[src/rtl/pcr_thermocycle_ctrl_if.sv]
// rtl/pcr_thermocycle_ctrl_if.sv - control/status bundle between host and the PCR chamber controller
//
// Purpose: groups the run-control inputs and the chamber status outputs of
// pcr_thermocycle_ctrl so they travel as one port.
// Signals:
//   start      host -> ctrl  begin a run (honoured only when idle)
//   abort      host -> ctrl  stop any run, return to idle
//   temp_ok    host -> ctrl  chamber temperature within band of setpoint
//   valve_open ctrl -> host  chamber inlet valve
//   heater_en  ctrl -> host  heater loop enable
//   setpoint   ctrl -> host  temperature target, 0.1 degC units
//   phase      ctrl -> host  0 none, 1 denature, 2 anneal, 3 extend
//   cycle_cnt  ctrl -> host  completed thermal cycles
//   busy       ctrl -> host  run in progress (fill, ramp, hold)
//   done       ctrl -> host  one-clock completion pulse
//   error      ctrl -> host  sticky ramp-timeout flag
interface pcr_thermocycle_ctrl_if #(
  parameter int TEMP_W = 11
);
  logic              start;
  logic              abort;
  logic              temp_ok;
  logic              valve_open;
  logic              heater_en;
  logic [TEMP_W-1:0] setpoint;
  logic [1:0]        phase;
  logic [7:0]        cycle_cnt;
  logic              busy;
  logic              done;
  logic              error;

  modport master (
    output start, abort, temp_ok,
    input  valve_open, heater_en, setpoint, phase, cycle_cnt, busy, done, error
  );

  modport slave (
    input  start, abort, temp_ok,
    output valve_open, heater_en, setpoint, phase, cycle_cnt, busy, done, error
  );
endinterface

[src/rtl/pcr_thermocycle_ctrl.sv]
// rtl/pcr_thermocycle_ctrl.sv - PCR reaction chamber fill and thermal cycling controller
//
// Purpose: loads the chamber from the PCR1 mixer through the inlet valve for a
// fixed dose time, then runs NUM_CYCLES denature/anneal/extend cycles, ramping
// the heater to each setpoint and holding once temp_ok reports arrival.
// Ports:
//   clk    system clock
//   rst_n  asynchronous active-low reset
//   bus    pcr_thermocycle_ctrl_if.slave: start/abort/temp_ok in,
//          valve_open/heater_en/setpoint/phase/cycle_cnt/busy/done/error out
module pcr_thermocycle_ctrl #(
  parameter int TICK_DIV     = 1000,
  parameter int CNT_W        = 16,
  parameter int TEMP_W       = 11,
  parameter int FILL_TICKS   = 200,
  parameter int DENAT_TICKS  = 30,
  parameter int ANNEAL_TICKS = 30,
  parameter int EXT_TICKS    = 60,
  parameter int NUM_CYCLES   = 30,
  parameter int T_DENAT      = 950,
  parameter int T_ANNEAL     = 600,
  parameter int T_EXT        = 720,
  parameter int RAMP_TIMEOUT = 120
) (
  input logic                   clk,
  input logic                   rst_n,
  pcr_thermocycle_ctrl_if.slave bus
);

  typedef enum logic [2:0] {
    S_IDLE,
    S_FILL,
    S_RAMP,
    S_HOLD,
    S_DONE,
    S_ERR
  } state_t;

  localparam int DIV_W = (TICK_DIV > 1) ? $clog2(TICK_DIV) : 1;

  state_t            r_state;
  state_t            w_next_state;
  logic [DIV_W-1:0]  r_div;
  logic [CNT_W-1:0]  r_tcnt;
  logic [1:0]        r_phase;
  logic [1:0]        w_next_phase;
  logic [7:0]        r_cycle;
  logic [7:0]        w_next_cycle;
  logic [7:0]        w_cycle_inc;
  logic              r_error;
  logic              w_next_error;
  logic              r_valve;
  logic              r_heater;
  logic              r_busy;
  logic              r_done;
  logic [TEMP_W-1:0] r_setpoint;
  logic              w_tick;
  logic [CNT_W-1:0]  w_hold_lim;
  logic              w_fill_end;
  logic              w_ramp_tmo;
  logic              w_hold_end;

  function automatic logic [TEMP_W-1:0] f_setpoint(input logic [1:0] ph);
    case (ph)
      2'd1:    return TEMP_W'(T_DENAT);
      2'd2:    return TEMP_W'(T_ANNEAL);
      2'd3:    return TEMP_W'(T_EXT);
      default: return '0;
    endcase
  endfunction

  assign w_tick = (r_div == DIV_W'(TICK_DIV - 1));

  always_comb begin
    case (r_phase)
      2'd1:    w_hold_lim = CNT_W'(DENAT_TICKS - 1);
      2'd2:    w_hold_lim = CNT_W'(ANNEAL_TICKS - 1);
      default: w_hold_lim = CNT_W'(EXT_TICKS - 1);
    endcase
  end

  // r_tcnt counts ticks already elapsed in the state, so the Nth tick is the
  // one seen while r_tcnt == N-1.
  assign w_fill_end = w_tick && (r_tcnt == CNT_W'(FILL_TICKS - 1));
  assign w_ramp_tmo = w_tick && (r_tcnt == CNT_W'(RAMP_TIMEOUT - 1));
  assign w_hold_end = w_tick && (r_tcnt == w_hold_lim);
  assign w_cycle_inc = (r_cycle == 8'hFF) ? r_cycle : r_cycle + 8'd1;

  always_comb begin
    w_next_state = r_state;
    w_next_phase = r_phase;
    w_next_cycle = r_cycle;
    w_next_error = r_error;
    if (bus.abort) begin
      w_next_state = S_IDLE;
      w_next_phase = 2'd0;
    end else begin
      case (r_state)
        S_IDLE: begin
          if (bus.start) begin
            w_next_state = S_FILL;
            w_next_phase = 2'd0;
            w_next_cycle = 8'd0;
            w_next_error = 1'b0;
          end
        end
        S_FILL: begin
          if (w_fill_end) begin
            w_next_state = S_RAMP;
            w_next_phase = 2'd1;
          end
        end
        S_RAMP: begin
          // temp_ok is checked first so it beats a coincident timeout.
          if (bus.temp_ok) begin
            w_next_state = S_HOLD;
          end else if (w_ramp_tmo) begin
            w_next_state = S_ERR;
            w_next_phase = 2'd0;
            w_next_error = 1'b1;
          end
        end
        S_HOLD: begin
          if (w_hold_end) begin
            if (r_phase != 2'd3) begin
              w_next_state = S_RAMP;
              w_next_phase = r_phase + 2'd1;
            end else begin
              w_next_cycle = w_cycle_inc;
              if (w_cycle_inc == 8'(NUM_CYCLES)) begin
                w_next_state = S_DONE;
                w_next_phase = 2'd0;
              end else begin
                w_next_state = S_RAMP;
                w_next_phase = 2'd1;
              end
            end
          end
        end
        S_DONE: begin
          w_next_state = S_IDLE;
        end
        S_ERR: begin
          w_next_state = S_ERR;
        end
        default: begin
          w_next_state = S_IDLE;
          w_next_phase = 2'd0;
        end
      endcase
    end
  end

  always_ff @(posedge clk or negedge rst_n) begin
    if (!rst_n) begin
      r_state <= S_IDLE;
    end else begin
      r_state <= w_next_state;
    end
  end

  // Prescaler and tick counter restart on every state change so each timed
  // interval is an exact multiple of TICK_DIV clocks from state entry.
  always_ff @(posedge clk or negedge rst_n) begin
    if (!rst_n) begin
      r_div  <= '0;
      r_tcnt <= '0;
    end else if ((w_next_state != r_state) || (r_state == S_IDLE) ||
                 (r_state == S_DONE) || (r_state == S_ERR)) begin
      r_div  <= '0;
      r_tcnt <= '0;
    end else if (w_tick) begin
      r_div  <= '0;
      r_tcnt <= r_tcnt + CNT_W'(1);
    end else begin
      r_div  <= r_div + DIV_W'(1);
    end
  end

  // Outputs are registered from the next-state decode so they change in the
  // same clock as the state they describe.
  always_ff @(posedge clk or negedge rst_n) begin
    if (!rst_n) begin
      r_phase    <= 2'd0;
      r_cycle    <= 8'd0;
      r_error    <= 1'b0;
      r_valve    <= 1'b0;
      r_heater   <= 1'b0;
      r_busy     <= 1'b0;
      r_done     <= 1'b0;
      r_setpoint <= '0;
    end else begin
      r_phase    <= w_next_phase;
      r_cycle    <= w_next_cycle;
      r_error    <= w_next_error;
      r_valve    <= (w_next_state == S_FILL);
      r_heater   <= (w_next_state == S_RAMP) || (w_next_state == S_HOLD);
      r_busy     <= (w_next_state == S_FILL) || (w_next_state == S_RAMP) ||
                    (w_next_state == S_HOLD);
      r_done     <= (w_next_state == S_DONE);
      r_setpoint <= f_setpoint(w_next_phase);
    end
  end

  assign bus.valve_open = r_valve;
  assign bus.heater_en  = r_heater;
  assign bus.setpoint   = r_setpoint;
  assign bus.phase      = r_phase;
  assign bus.cycle_cnt  = r_cycle;
  assign bus.busy       = r_busy;
  assign bus.done       = r_done;
  assign bus.error      = r_error;

endmodule

[src/flat_wrapper.sv]
// flat-port wrapper written by rule: the top's interface ports become plain ports
module pcr_thermocycle_ctrl_flat 
#(
  parameter int TICK_DIV     = 1000,
  parameter int CNT_W        = 16,
  parameter int TEMP_W       = 11,
  parameter int FILL_TICKS   = 200,
  parameter int DENAT_TICKS  = 30,
  parameter int ANNEAL_TICKS = 30,
  parameter int EXT_TICKS    = 60,
  parameter int NUM_CYCLES   = 30,
  parameter int T_DENAT      = 950,
  parameter int T_ANNEAL     = 600,
  parameter int T_EXT        = 720,
  parameter int RAMP_TIMEOUT = 120
)
  (clk, rst_n, bus_start, bus_abort, bus_temp_ok, bus_valve_open, bus_heater_en, bus_setpoint, bus_phase, bus_cycle_cnt, bus_busy, bus_done, bus_error);
  pcr_thermocycle_ctrl_if #(.TEMP_W(TEMP_W)) bus_i ();
  input logic clk;
  input logic rst_n;
  input wire logic [$bits(bus_i.start)-1:0] bus_start;
  input wire logic [$bits(bus_i.abort)-1:0] bus_abort;
  input wire logic [$bits(bus_i.temp_ok)-1:0] bus_temp_ok;
  output wire logic [$bits(bus_i.valve_open)-1:0] bus_valve_open;
  output wire logic [$bits(bus_i.heater_en)-1:0] bus_heater_en;
  output wire logic [$bits(bus_i.setpoint)-1:0] bus_setpoint;
  output wire logic [$bits(bus_i.phase)-1:0] bus_phase;
  output wire logic [$bits(bus_i.cycle_cnt)-1:0] bus_cycle_cnt;
  output wire logic [$bits(bus_i.busy)-1:0] bus_busy;
  output wire logic [$bits(bus_i.done)-1:0] bus_done;
  output wire logic [$bits(bus_i.error)-1:0] bus_error;
  assign bus_i.start = bus_start;
  assign bus_i.abort = bus_abort;
  assign bus_i.temp_ok = bus_temp_ok;
  assign bus_valve_open = bus_i.valve_open;
  assign bus_heater_en = bus_i.heater_en;
  assign bus_setpoint = bus_i.setpoint;
  assign bus_phase = bus_i.phase;
  assign bus_cycle_cnt = bus_i.cycle_cnt;
  assign bus_busy = bus_i.busy;
  assign bus_done = bus_i.done;
  assign bus_error = bus_i.error;
  pcr_thermocycle_ctrl #(.TICK_DIV(TICK_DIV), .CNT_W(CNT_W), .TEMP_W(TEMP_W), .FILL_TICKS(FILL_TICKS), .DENAT_TICKS(DENAT_TICKS), .ANNEAL_TICKS(ANNEAL_TICKS), .EXT_TICKS(EXT_TICKS), .NUM_CYCLES(NUM_CYCLES), .T_DENAT(T_DENAT), .T_ANNEAL(T_ANNEAL), .T_EXT(T_EXT), .RAMP_TIMEOUT(RAMP_TIMEOUT)) u_core (.clk(clk), .rst_n(rst_n), .bus(bus_i));
endmodule
[config.mk]
export PLATFORM = sky130hd
export DESIGN_NAME = pcr_thermocycle_ctrl_flat
export DESIGN_NICKNAME = d
export VERILOG_FILES = /design/src/rtl/pcr_thermocycle_ctrl_if.sv /design/src/rtl/pcr_thermocycle_ctrl.sv /design/src/flat_wrapper.sv
export SDC_FILE = /design/constraint.sdc
export NUM_CORES = 1
export LEC_CHECK = 0
export CAP_MARGIN = 20
export CELL_PAD_IN_SITES_DETAIL_PLACEMENT = 0
export CELL_PAD_IN_SITES_GLOBAL_PLACEMENT = 1
export CORE_AREA = 2 2 84 86
export DETAILED_ROUTE_END_ITERATION = 8
export DIE_AREA = 0 0 86 88
export PLACE_DENSITY_LB_ADDON = 0.25
export SYNTH_ARGS = -nofsm -noshare
export SYNTH_HDL_FRONTEND = slang
export SYNTH_SLANG_ARGS = --single-unit
export TNS_END_PERCENT = 30
[constraint.sdc]
create_clock -name clk -period 6.6 [get_ports clk]
set_input_delay 0.99 -clock clk [delete_from_list [all_inputs] [get_ports clk]]
set_output_delay 0.99 -clock clk [all_outputs]
set_load 0.01 [all_outputs]
==> flow_metrics.py <==
metrics = {
    "grt": {
        "grt_max_degree": 49,
        "grt_antenna_before_repair": 0,
        "grt_first_pass_wirelength_microns": 10830,
        "grt_pass1_vias": 2198,
        "grt_overflow": 0,
        "gr-usage-all-layers": 0.1791,
    },
    "pwr": {
        "power.share.sequential": 0.533,
        "vdd_ir_drop_max_mv": 0.08735,
        "power.leakage_nw": 1.252,
        "pwr_density_cell_nw_per_um2": 169.6,
        "power.share.combinational": 0.056,
        "power.internal_w": 0.0004385,
        "p_sw_w": 0.0001207,
        "power.switching_fraction": 0.2159,
        "pwr-share-clk": 0.411,
    },
    "clock_network": {
        "clkSinkCount": 48,
        "cts_buffer_depth": 2,
        "cts_setup_buffers": 0,
        "cts_hold_buffers": 0,
        "ctsHtreeMaxLevel": 2,
        "ctsResizeCount": 0,
        "clock_tree_from_tritoncts": "done",
        "cts-buffers-inserted": 5,
        "root_buffer": "clkbuf_8",
        "path_clk_slew_ps": 80,
        "worst_skew_pair.late_latency_ps": 300,
    },
    "worst_setup_path": {
        "endpoint_kind": "flip-flop",
        "r2r_cells": 7,
        "crit_fanout": 19,
        "startpoint_type": "flip-flop",
        "crit_path_required_time_ps": 6780,
        "r2r-end": "u_core.r_div[9]",
        "r2r_slack_ps": 3540,
        "critical_path.reg2reg.startpoint": "u_core.r_div[0]",
        "criticalPathCategory": "flip-flop to flip-flop",
        "cp.arrival_ps": 3240,
    },
    "drt": {
        "via_per_inst": 5.786,
        "dr.pass1.iters": 5,
        "wl_microns": 6304,
        "postRouteAntennaNets": 0,
        "dr_total_vias": 2355,
        "drcViolationCount": 0,
        "initial_drt_markers": 138,
        "detail_route.wl_per_cell_microns": 15.49,
    },
    "sta": {
        "period_share": 0.4643,
        "timing.hold.ws_ps": 461.1,
        "clock_skew_ps": 12.03,
        "rsz0062_at_grt": "false",
        "setup_viol": 0,
        "fin_setup_tns_ps": 0,
        "period_minus_slack_ps": 3065,
        "worst_slew_pin_slew_ps": 980.2,
        "setup_ws_ps": 3535,
        "hold_violations": 0,
        "report.final.slew_viol_count": 0,
        "timing.max_slew.rel_slack": 0.3430,
        "fmax_ghz": 0.3263,
    },
    "yosys": {
        "synth-edff-count": 0,
        "synth.lib_cells_used.distinct": 57,
        "yosys-mux-area-fraction": 0.003439,
        "post_synth_main_area_contributors": "dfrtp_1 (41%), nor2_1 (4.6%), nand3_1 (3.6%), xor2_1 (3.6%), xnor2_1 (3.3%)",
        "ys_warn_count": 0,
        "synth_cells": 312,
        "synth_xor_xnor_area_share": 0.06922,
        "yosys_top_cell_by_area": "dfrtp_1",
        "synth_top_family_by_area": "simple AND/OR/NAND/NOR gates",
        "most_used_dff_post_synth": "dfrtp_1",
        "post_synthesis_cell_area_sq_um": 2910,
        "synthSimpleGateAreaFrac": 0.2962,
        "postSynthAreaPerCell_sq_um": 9.328,
        "synth_top_area_share": 0.4127,
        "synth_compound_area_frac": 0.1457,
        "synth-adder-area-share": 0.01720,
        "synth-seq-cells": 48,
        "async_flop_share": 1.000,
        "sequential_area_share_after_synthesis": 0.4127,
    },
    "min_path": {
        "worstHoldPathCells": 1,
        "worst_hold_path.endpoint": "u_core.r_div[0]",
        "hold_path.startpoint": "u_core.r_div[0]",
        "timing.hold.worst.class": "flip-flop to flip-flop",
    },
    "layout": {
        "num_antenna_cells": 0,
        "post_route_cells_drive_above_1_share": 0.08257,
        "num-nets-final": 335,
        "post-route-util": 0.4962,
        "area_growth_syn_to_layout_pct": 13.28,
        "stdcell_count": 407,
    },
    "floorplan": {
        "floorplan.die_area_sq_um": 7568,
        "floorplan.io_pins": 31,
        "placement_rows": 30,
        "start_util": 0.4380,
        "placeable_core_area_sq_um": 6644,
        "die_w_microns": 86,
        "chipHeight_microns": 88,
    },
    "job": {
        "maximum_capacitance_violations": 0,
    },
    "place": {
        "numPlacedInstances": 398,
        "detailedPlace.worstSlack_ps": 3517,
        "port_buffers": 28,
        "gpl_wtd_cong": 0.7826,
        "dp_hpwl_microns": 4390,
    },
    "run_status": {
        "outcome": "finished clean",
    },
}
-- metal layers --
layer | track usage | share of wire | vias to the layer above
met5 | 0 | 0 | -
met4 | 0.04473 | 0.0094 | 0
met3 | 0.02922 | 0.037 | 6
met2 | 0.2953 | 0.47 | 51
met1 | 0.2473 | 0.48 | 1148
li1 | - | - | 1150
-- cells in the mapped netlist, types with 3 or more instances --
master,count
a21oi_1,16
ha_1,4
inv_1,5
a31oi_1,3
o21ai_0,5
buf_2,9
xor2_1,12
dfrtp_1,48
a211oi_1,3
nor3_1,18
a21o_1,5
xnor2_1,11
nand4_1,6
nor4_1,7
o31ai_1,3
and2_1,3
or2_2,3
nor2_1,36
and3_1,9
nand2_1,22
nand2b_1,6
nor3_2,4
nand3_1,21
buf_4,9
clkbuf_1,4
or3_1,4
-- per-stage QoR --
step	area, sq um	power [W]
floorplan	2914	0.0003204
global placement	3151	0.0003341
detailed placement	3151	0.0003344
CTS	3277	0.0005682
global route	3297	0.0005835
finish	3297	0.0005593
-- layout make-up --
| cell class | count | area, sq um |
|---|---|---|
| fillers | 678 | 3347 |
| multi-input cells | 237 | 1555 |
| flip-flops and latches | 48 | 1201 |
| repair buffers | 29 | 295.3 |
| well taps | 80 | 100.1 |
| clock buffers | 7 | 96.34 |
| clock inverters | 1 | 30.03 |
| inverters | 5 | 18.77 |
-- power groups by stage --
stage	sequential [W]	clock [W]	combinational, W
3_3_place_gp	0.000304	0	0.0000303
2_1_floorplan	0.000303	0	0.0000173
4_1_cts	0.000298	0.000240	0.0000306
5_1_grt	0.000298	0.000249	0.0000357
6_report	0.000298	0.000230	0.0000314
3_5_place_dp	0.000304	0	0.0000305
-- placed cells by master (no fill, tap or decap), types with 2 or more instances in the layout --
master and count:
nand2_1 22, and3_1 9, clkdlybuf4s50_1 27, a31oi_1 3, a41oi_1 2, xor2_1 12, or2_2 3, a21oi_1 16
nor2_1 36, a211oi_1 3, conb_1 2, o21a_1 2, xnor2_1 11, nor4_1 7, a21o_1 5, nor3_1 18
or3_1 4, o31ai_1 3, nor3_2 4, nand4b_1 2, nand3_1 21, clkbuf_8 7, nand4_1 6, nand2b_1 6
inv_1 5, and2_1 3, nand4bb_4 2, dfrtp_1 48, ha_1 4, o2111ai_1 2, o21ai_0 5
-- registers in the layout (all words and copies together) (netlist names), 2 cells and up --
register              cells
u_core.bus.cycle_cnt      8
u_core.r_tcnt            16
u_core.r_state            3
u_core.r_div             10
u_core.bus.setpoint       4
u_core.bus.phase          2
-- cells by family (layout without fill, tap and decap cells) --
logic type,count (synthesis),count (layout)
simple gates,152,152
other cells,1,2
flops,48,48
buf+inv,28,42
xor+xnor,23,23
mux,1,1
compound gates,55,55
fa+ha+maj,4,4
-- worst max-delay path, cell delays in order (launching register included) --
cell and delay (ps):
dfrtp_1 370, ha_1 240, nand4b_1 140, nor3_2 760, a311oi_4 220, o21ai_2 760, or3_1 370, nor2_1 80
-- worst max-delay path by stage --
stage / cells past startpoint / slack, ps / startpoint / end
final: 7 / 3540 / u_core.r_div[0] / u_core.r_div[9]
after global routing: 7 / 3230 / u_core.r_div[0] / u_core.r_div[1]
after CTS: 7 / 3510 / u_core.r_div[0] / u_core.r_div[9]
after detailed placement: 7 / 3520 / u_core.r_div[0] / u_core.r_div[9]
after global placement: 5 / 3620 / bus_temp_ok / u_core.r_div[9]
after floorplan: 8 / 4290 / u_core.bus.phase[0] / u_core.bus.cycle_cnt[4]
(Power assumes the default switching activity.)
